--- src/rtl/jump_scheduler.sv ---
// Jump command scheduler: converts debounced key presses into one-hot movement
// commands, timed by a frame-rate update strobe, with a single pending slot.
module jump_scheduler #(
  parameter int FRAME_DIV = 833333,
  parameter int BIG_LEN   = 10,
  parameter int SMALL_LEN = 15,
  parameter int DROP_LEN  = 9
) (
  input  logic       clk,
  input  logic       reset,
  input  logic       key_big,
  input  logic       key_small,
  input  logic       key_drop,
  output logic [2:0] operation,
  output logic       update,
  output logic       busy,
  output logic       pend_valid,
  output logic [7:0] op_count
);

  localparam int DIV_W   = (FRAME_DIV > 2) ? $clog2(FRAME_DIV) : 1;
  localparam int MAX_LEN = (BIG_LEN > SMALL_LEN)
                         ? ((BIG_LEN > DROP_LEN) ? BIG_LEN : DROP_LEN)
                         : ((SMALL_LEN > DROP_LEN) ? SMALL_LEN : DROP_LEN);
  localparam int LEN_W   = $clog2(MAX_LEN + 1);
  localparam logic [DIV_W-1:0] DIV_LAST = DIV_W'(FRAME_DIV - 1);

  // Operation codes double as the one-hot command driven to the datapath.
  typedef enum logic [2:0] {
    OP_NONE  = 3'b000,
    OP_BIG   = 3'b001,
    OP_SMALL = 3'b010,
    OP_DROP  = 3'b100
  } op_e;

  typedef enum logic [1:0] {
    S_IDLE,
    S_ISSUE,
    S_ACTIVE
  } state_e;

  function automatic logic [1:0] op_rank(input op_e op);
    case (op)
      OP_DROP:  op_rank = 2'd3;
      OP_BIG:   op_rank = 2'd2;
      OP_SMALL: op_rank = 2'd1;
      default:  op_rank = 2'd0;
    endcase
  endfunction

  function automatic logic [LEN_W-1:0] op_len(input op_e op);
    case (op)
      OP_BIG:   op_len = LEN_W'(BIG_LEN);
      OP_SMALL: op_len = LEN_W'(SMALL_LEN);
      OP_DROP:  op_len = LEN_W'(DROP_LEN);
      default:  op_len = '0;
    endcase
  endfunction

  state_e           state;
  op_e              cur_op;
  op_e              pend_op;
  logic [DIV_W-1:0] div_cnt;
  logic [LEN_W-1:0] strobe_cnt;
  logic [2:0]       key_q;

  logic [2:0] keys;
  logic [2:0] rise;
  op_e        req_op;
  op_e        launch_op;
  op_e        slot_nxt;
  logic       wants_slot;
  logic       move_done;

  assign update = (div_cnt == DIV_LAST);
  assign keys   = {key_drop, key_small, key_big};
  assign rise   = keys & ~key_q;

  always_comb begin
    // NOTE: every signal gets a default first so no path leaves it unassigned,
    // which would otherwise infer a latch.
    req_op = OP_NONE;
    if (rise[2])      req_op = OP_DROP;
    else if (rise[0]) req_op = OP_BIG;
    else if (rise[1]) req_op = OP_SMALL;
  end

  assign wants_slot = (req_op != OP_NONE) &&
                      ((pend_op == OP_NONE) || (op_rank(req_op) > op_rank(pend_op)));
  assign move_done  = (state == S_ACTIVE) && update &&
                      ((strobe_cnt + 1'b1) == op_len(cur_op));

  // Decide what launches at the next edge and what the pending slot holds.
  always_comb begin
    launch_op = OP_NONE;
    slot_nxt  = pend_op;
    case (state)
      S_IDLE: begin
        if (pend_op != OP_NONE) begin
          launch_op = pend_op;
          slot_nxt  = req_op;
        end else begin
          launch_op = req_op;
        end
      end
      S_ISSUE: begin
        if (wants_slot) slot_nxt = req_op;
      end
      S_ACTIVE: begin
        if (move_done) begin
          if (pend_op != OP_NONE) begin
            launch_op = pend_op;
            slot_nxt  = req_op;
          end else begin
            launch_op = req_op;
          end
        end else if (wants_slot) begin
          slot_nxt = req_op;
        end
      end
      default: ;
    endcase
  end

  always_ff @(posedge clk or negedge reset) begin
    if (!reset) begin
      state      <= S_IDLE;
      cur_op     <= OP_NONE;
      pend_op    <= OP_NONE;
      div_cnt    <= '0;
      strobe_cnt <= '0;
      key_q      <= '0;
      operation  <= 3'b000;
      busy       <= 1'b0;
      pend_valid <= 1'b0;
      op_count   <= '0;
    end else begin
      // NOTE: sequential state uses non-blocking assignments so every register
      // samples the pre-edge values regardless of statement order.
      div_cnt    <= update ? '0 : div_cnt + 1'b1;
      key_q      <= keys;
      pend_op    <= slot_nxt;
      pend_valid <= (slot_nxt != OP_NONE);
      operation  <= launch_op;
      if (launch_op != OP_NONE) begin
        state    <= S_ISSUE;
        cur_op   <= launch_op;
        busy     <= 1'b1;
        op_count <= op_count + 1'b1;
      end else begin
        case (state)
          S_ISSUE: begin
            state      <= S_ACTIVE;
            strobe_cnt <= '0;
          end
          S_ACTIVE: begin
            if (move_done) begin
              state  <= S_IDLE;
              cur_op <= OP_NONE;
              busy   <= 1'b0;
            end else if (update) begin
              strobe_cnt <= strobe_cnt + 1'b1;
            end
          end
          S_IDLE: ;
          default: state <= S_IDLE;
        endcase
      end
    end
  end

endmodule

--- config.mk ---
export PLATFORM = sky130hd
export DESIGN_NAME = jump_scheduler
export DESIGN_NICKNAME = d
export VERILOG_FILES = /design/src/rtl/jump_scheduler.sv
export SDC_FILE = /design/constraint.sdc
export NUM_CORES = 1
export LEC_CHECK = 0
export ABC_AREA = 1
export CAP_MARGIN = 20
export CORE_ASPECT_RATIO = 0.75
export CORE_MARGIN = 2
export CORE_UTILIZATION = 50
export CTS_CLUSTER_SIZE = 10
export DETAILED_ROUTE_END_ITERATION = 10
export PLACE_DENSITY = 0.8
export RECOVER_POWER = 100
export SLEW_MARGIN = 20
export SYNTH_ARGS = -nofsm -noshare
export SYNTH_HDL_FRONTEND = slang
export SYNTH_SLANG_ARGS = --single-unit
--- constraint.sdc ---
create_clock -name clk -period 2.4 [get_ports clk]
set_input_delay 0.6 -clock clk [delete_from_list [all_inputs] [get_ports clk]]
set_output_delay 0.6 -clock clk [all_outputs]
set_load 0.02 [all_outputs]
[Word level (Yosys, flattened, before mapping)]
Index checks and enable logic that the tools add are counted.
Storage, ports and cells
  logic and storage cells: 76
  bits in registers: 48
  input bits: 5
  output and inout port bits: 14
Cells by class
  equality and inequality tests: 17
  multiplexer cells: 26
  $add $sub $neg: 3
  bitwise logic cells: 3
  magnitude comparators: 1
  reductions and logical operators: 16
Operator list (number)
  $mux W3: 9
  $add A20 B1 Y20 const B: 1
  $eq A20 B20 Y1 const B: 1
  $mux W20: 1
  $pmux W2 S3: 3
  $pmux W4 S3: 1
  $reduce_bool A3 Y1: 4
  $eq A3 B1 Y1 const B: 3
  $eq A3 B2 Y1 const B: 3
  $eq A3 B3 Y1 const B: 3
  $pmux W3 S3: 1
  $add A8 B1 Y8 const B: 1
  $mux W2: 4
  $mux W4: 2
  $pmux W4 S2: 1
  $ne A2 B2 Y1 const B: 3
  $pmux W3 S2: 1
  $reduce_bool A2 Y1: 3
  $add A4 B1 Y4 const B: 1
  $eq A4 B4 Y1: 1
  $reduce_and A2 Y1: 2
  $reduce_and A4 Y1: 1
  $and A3 B3 Y3: 1
  $logic_and A1 B1 Y1: 3
  other kinds (10): 12

[Depth between registers and ports, before layout]
  depth in word-level cells: 14
  depth in mapped cells: 18
  depth with buffers taken out: 18

[Worst setup path after synthesis]
OpenSTA, ideal clock, no wires.
  kind: input to register
  start: in key_drop
  end: reg pend_valid
  slack: 56 ps
  stages on the path: 17
  setup time: 125 ps
  data required time: 2275 ps
  arrival time: 2220 ps
  path buffers: 0
  cell sequence: inv_1 > or2_4 > nand2_1 > nand2_2 > nor2_1 > nor2_1 > ha_1 > nand2_1 > o21ai_0 > nand2_1 > o21ai_2 > o21ai_0 > inv_1 > nand2_1 > nand2_1 > nand2_1 > nand3_1
Between the ends
  longest elaborated chain between the ends: 11
  elaborated cells between the ends (all ways): 15
  those cells by class: 1 x order compare; 3 x eq/ne; 6 x mux; 1 x bitwise; 4 x reduce/logical
RTL lines
  start, declared: line 13  | input logic key_drop,
  $and A3 B3 Y3 *: line 77  | assign rise = keys & ~key_q;
  $mux W3 *: line 83  | if (rise[2]) req_op = OP_DROP;
  $eq A3 B2 Y1 (tied with other cells): line 43  | case (op)
  $pmux W2 S3: line 43
  $gt A2 B2 Y1: line 89  | ((pend_op == OP_NONE) || (op_rank(req_op) > op_rank(pend_op)));
  $logic_or A1 B1 Y1: line 89
  $logic_and A1 B1 Y1: line 88  | assign wants_slot = (req_op != OP_NONE) &&
  $mux W3: line 107, 117
  $mux W3: line 110  | if (move_done) begin
  $pmux W3 S3 *: line 97  | case (state)
  $reduce_bool A3 Y1 *: line 143  | pend_valid <= (slot_nxt != OP_NONE);
  end signal, assigned: line 143
  end, declared: line 17  | output logic pend_valid,
Mark *: on every way between the ends. The rest lies on a longest branch, timed or not.
A chain may end at the register's enable or synchronous reset.

[Worst setup path in the final report]
Ends and elaborated chain as after synthesis.

==> impl_results.md <==
- Status: complete, no violations
- Area Growth Syn to Fin: 19.32%
- Hold-fix buffers, CTS: 0
- Post-Synth Simple-Gate Area: 0.3031
- Grt total ovfl: 0
- Ports: 19
- Top post-synthesis cells by count: nand2_1, inv_1, dfrtp_1
- Flop-to-flop setup slack: roughly 0.23 ns
- Storage cell area: 1202 sq um
- Relative slew slack: 0.2196
- Hold Fails Final Rpt: 0
- Clk pin slew, worst setup/hold paths: ~0.09 ns
- Min Hold Slack: just over 0.5 ns
- RePlAce Congestion: ~0.9
- Syn Inst Count: roughly 370
- Drt via density: about 5
- Share of the synthesized area in the top cell type: 0.4253
- Netlist Area Pre-Place: about 2800 sq um
- GR Layer Usage met2: 0.3151
- Syn Area/Cell: 7.571 sq um
- CTS tree: done
- H-tree depth: 2
- Worst hold path type: reg -> reg
- DRT Pass-1 Iters: 4
- DRC errors left: 0
- Final period utilization: 0.9499
- Count of input and output buffers: 18
- CP max-delay cell: ha_1
- Worst EP required: ~2.6 ns
- WL/cell: 11.68 um
- Area contributors post-synth: dfrtp_1, nand2_1, inv_1
- Clock Latency Late Sink: 0.30 ns
- Family with the most delay on the worst path: simple AND/OR/NAND/NOR gates
- Area leader, netlist: dfrtp_1
- Met3 Use GR: 0.03825
- Post-synthesis xor/xnor area fraction: 0.04342
- Number of CTS-inserted buffers: 5
- Post-synthesis adder-cell area fraction: 0.04431
- Post-Place Setup Slack: -0.4816 ns
- HPWL after DPL: 4226 um
- Fin worst setup slack: around 0.12 ns
- Max incr delay on CP: 0.28 ns
- Count leader, synth: nand2_1
- Number of nets in the layout: 431
- P_leak: approximately 1.8 nW
- Antenna violations before repair: 0
- Final Max Slew Viols: 0
- Vias in the first global route: 2329
- Min-delay src: busy
- Initial DRC count: between 150 and 200
- Die area: 6272 sq um
- Worst R2R Start: div_cnt[1]
- CTS max path bufs: 2
- F_max: around 440 MHz
- Seq cells post-synth: between 40 and 50
- Global-route wire length before repair: 10160 um
- Crit Path Category: in -> reg
- CORE AREA: 5410 sq um
- Setup tns final: 0 ns
- R2R cell count: 15
- Antenna cells: 0
- Finished Core Util: 0.6228
- Startpoint Class: input pin
- Max-Cap Viols: 0
- # setup viols final: 0
- Fraction of synthesized area in multiplexers: 0
- GRT Total Usage: 0.1949
- Crit path cell chain: dlygate4sd2_1 -> inv_1 -> or2_4 -> nand2_4 -> nand2_4 -> nor2_4 -> nor2_2 -> ha_1 -> nand2_1 -> o21ai_0 -> nand2_1 -> o21ai_4 -> o21ai_1 -> inv_1 -> nand2_1 -> nand2_1 -> nand2_1 -> nand3_1
- EDFF count, synth: 0
- Met1 Resource Use GR: 0.2701
- # fillers: roughly 480
- Placement Cell Area: 3229 sq um
- Worst reg2reg endpoint: op_count[2]
- Setup crit end kind: flip-flop
- Die X: a little over 90 um
- Synth Area in Compound Gates: 0.07488
- Crit path max fanout: 5
- Postcts setup bufs: 0
- Crit path top cell by count: nand2_1
- Post-synth ARST share: 1.000
- Arrival @ worst endpoint: 2.47 ns
- VDD IR max: about 0.56 mV
- Die Y: roughly 69 um
- Seq/Total Area, Yosys: 0.4253
- Syn_nets: between 300 and 400
- GRT busiest layer: met2
- Via count: 2464
- Primary FF master, synth: dfrtp_1
- Post-DRT Antenna Nets: 0
- Drt total wl: ~5700 um
- Sink Count: 48
- Area of the multi-input gates: roughly 1400 sq um
- Fraction of layout cells with a size suffix above 1: 0.1175
- # rows: 23
- Tmin final: 2.280 ns
- Final instance area: about 3400 sq um
- Syn. warnings: 0
- Root buf cell: clkbuf_8
- Actual slew at the worst max-slew pin: 1.171 ns
- Hold path cells: 2
- Largest family of logic cells by synthesized area: simple AND/OR/NAND/NOR gates
- Synth cell types: 30
- Starting Density: 0.5220
- Hold Path Sink: busy
- P per Cell Area: about 590 nW/um^2
- Worst Path Buf+Inv: 3
- Clock skew: roughly 0.0029 ns
- Largest net degree at the start of global routing: 28
## layer usage
layer	part of all wire	routed length, um
met5	0	0
met3	0.026	151
met1	0.50	2846
met2	0.46	2666
met4	0.014	83
## power breakdown
group          internal (W)  switching, W
registers          0.000844     0.0000271
clock network      0.000368      0.000271
logic              0.000181      0.000300
## placed cells by master, fill, tap and decap left out, drive strengths merged
master,count
a22oi,1
a21boi,1
nand3b,4
a31oi,2
clkbuf,15
dfrtp,48
nor4,7
buf,15
xnor2,3
o31ai,1
a21oi,9
o21a,2
dlygate4sd3,13
nand3,23
clkinv,1
o21ai,19
nand2,105
nor3,5
ha,10
nand4,10
inv,72
or2,1
dlygate4sd2,1
nor2,35
clkdlybuf4s25,2
xor2,11
bufinv,1
## cell families after synthesis
logic type | count (synthesis)
AOI/OAI and AO/OA | 35
xor gates and xnor gates | 14
adders and majority gates | 10
buffers and inverters | 76
DFF | 48
and+or+nand+nor | 190
## flip-flops by register name, summed over array words and instances, names as in the netlist
register,cells
cur_op,3
state,2
operation,3
div_cnt,20
key_q,3
strobe_cnt,4
pend_valid,1
op_count,8
busy,1
pend_op,3
## worst register-to-register path: cells and delay by family (launching register included)
kind	cells	cell delay, ns
AO/OA/AOI/OAI	2	0.29
adder cells (fa/ha/maj)	1	0.16
buffers and inverters	4	0.38
flip-flops	1	0.40
AND/OR/NAND/NOR	8	0.84
## worst max-delay path by stage
stage	from	to	slack, ns	cells past startpoint
2_1_floorplan	key_drop	pend_valid	0.06	17
3_3_place_gp	key_drop	pend_valid	-0.40	18
3_5_place_dp	key_drop	pend_valid	-0.48	18
4_1_cts	div_cnt[1]	update	0.02	7
5_1_grt	key_drop	pend_valid	-0.02	19
6_report	key_drop	pend_valid	0.12	18
## metrics by stage
stage / std cells / total power [W]
after CTS: 492 / 0.001978
after floorplan: 373 / 0.001185
after global placement: 484 / 0.001304
final: 492 / 0.001992
after detailed placement: 484 / 0.001327
after global routing: 492 / 0.002104
## cell type report
| cell class | count | area share |
|---|---|---|
| Sequential cell | 48 | 0.3569 |
| Tap cell | 75 | 0.02785 |
| Multi-Input combinational cell | 249 | 0.4044 |
| Clock inverter | 1 | 0.008912 |
| Inverter | 73 | 0.08132 |
| Timing Repair Buffer | 39 | 0.09209 |
| Clock buffer | 7 | 0.02859 |
## timing repair
action                     in CTS  in global routing
setup endpoints to repair       9                 10
gates resized for setup         9                 13
pin swaps                       5                  7
Note: power is estimated with default switching activity, not from simulation.
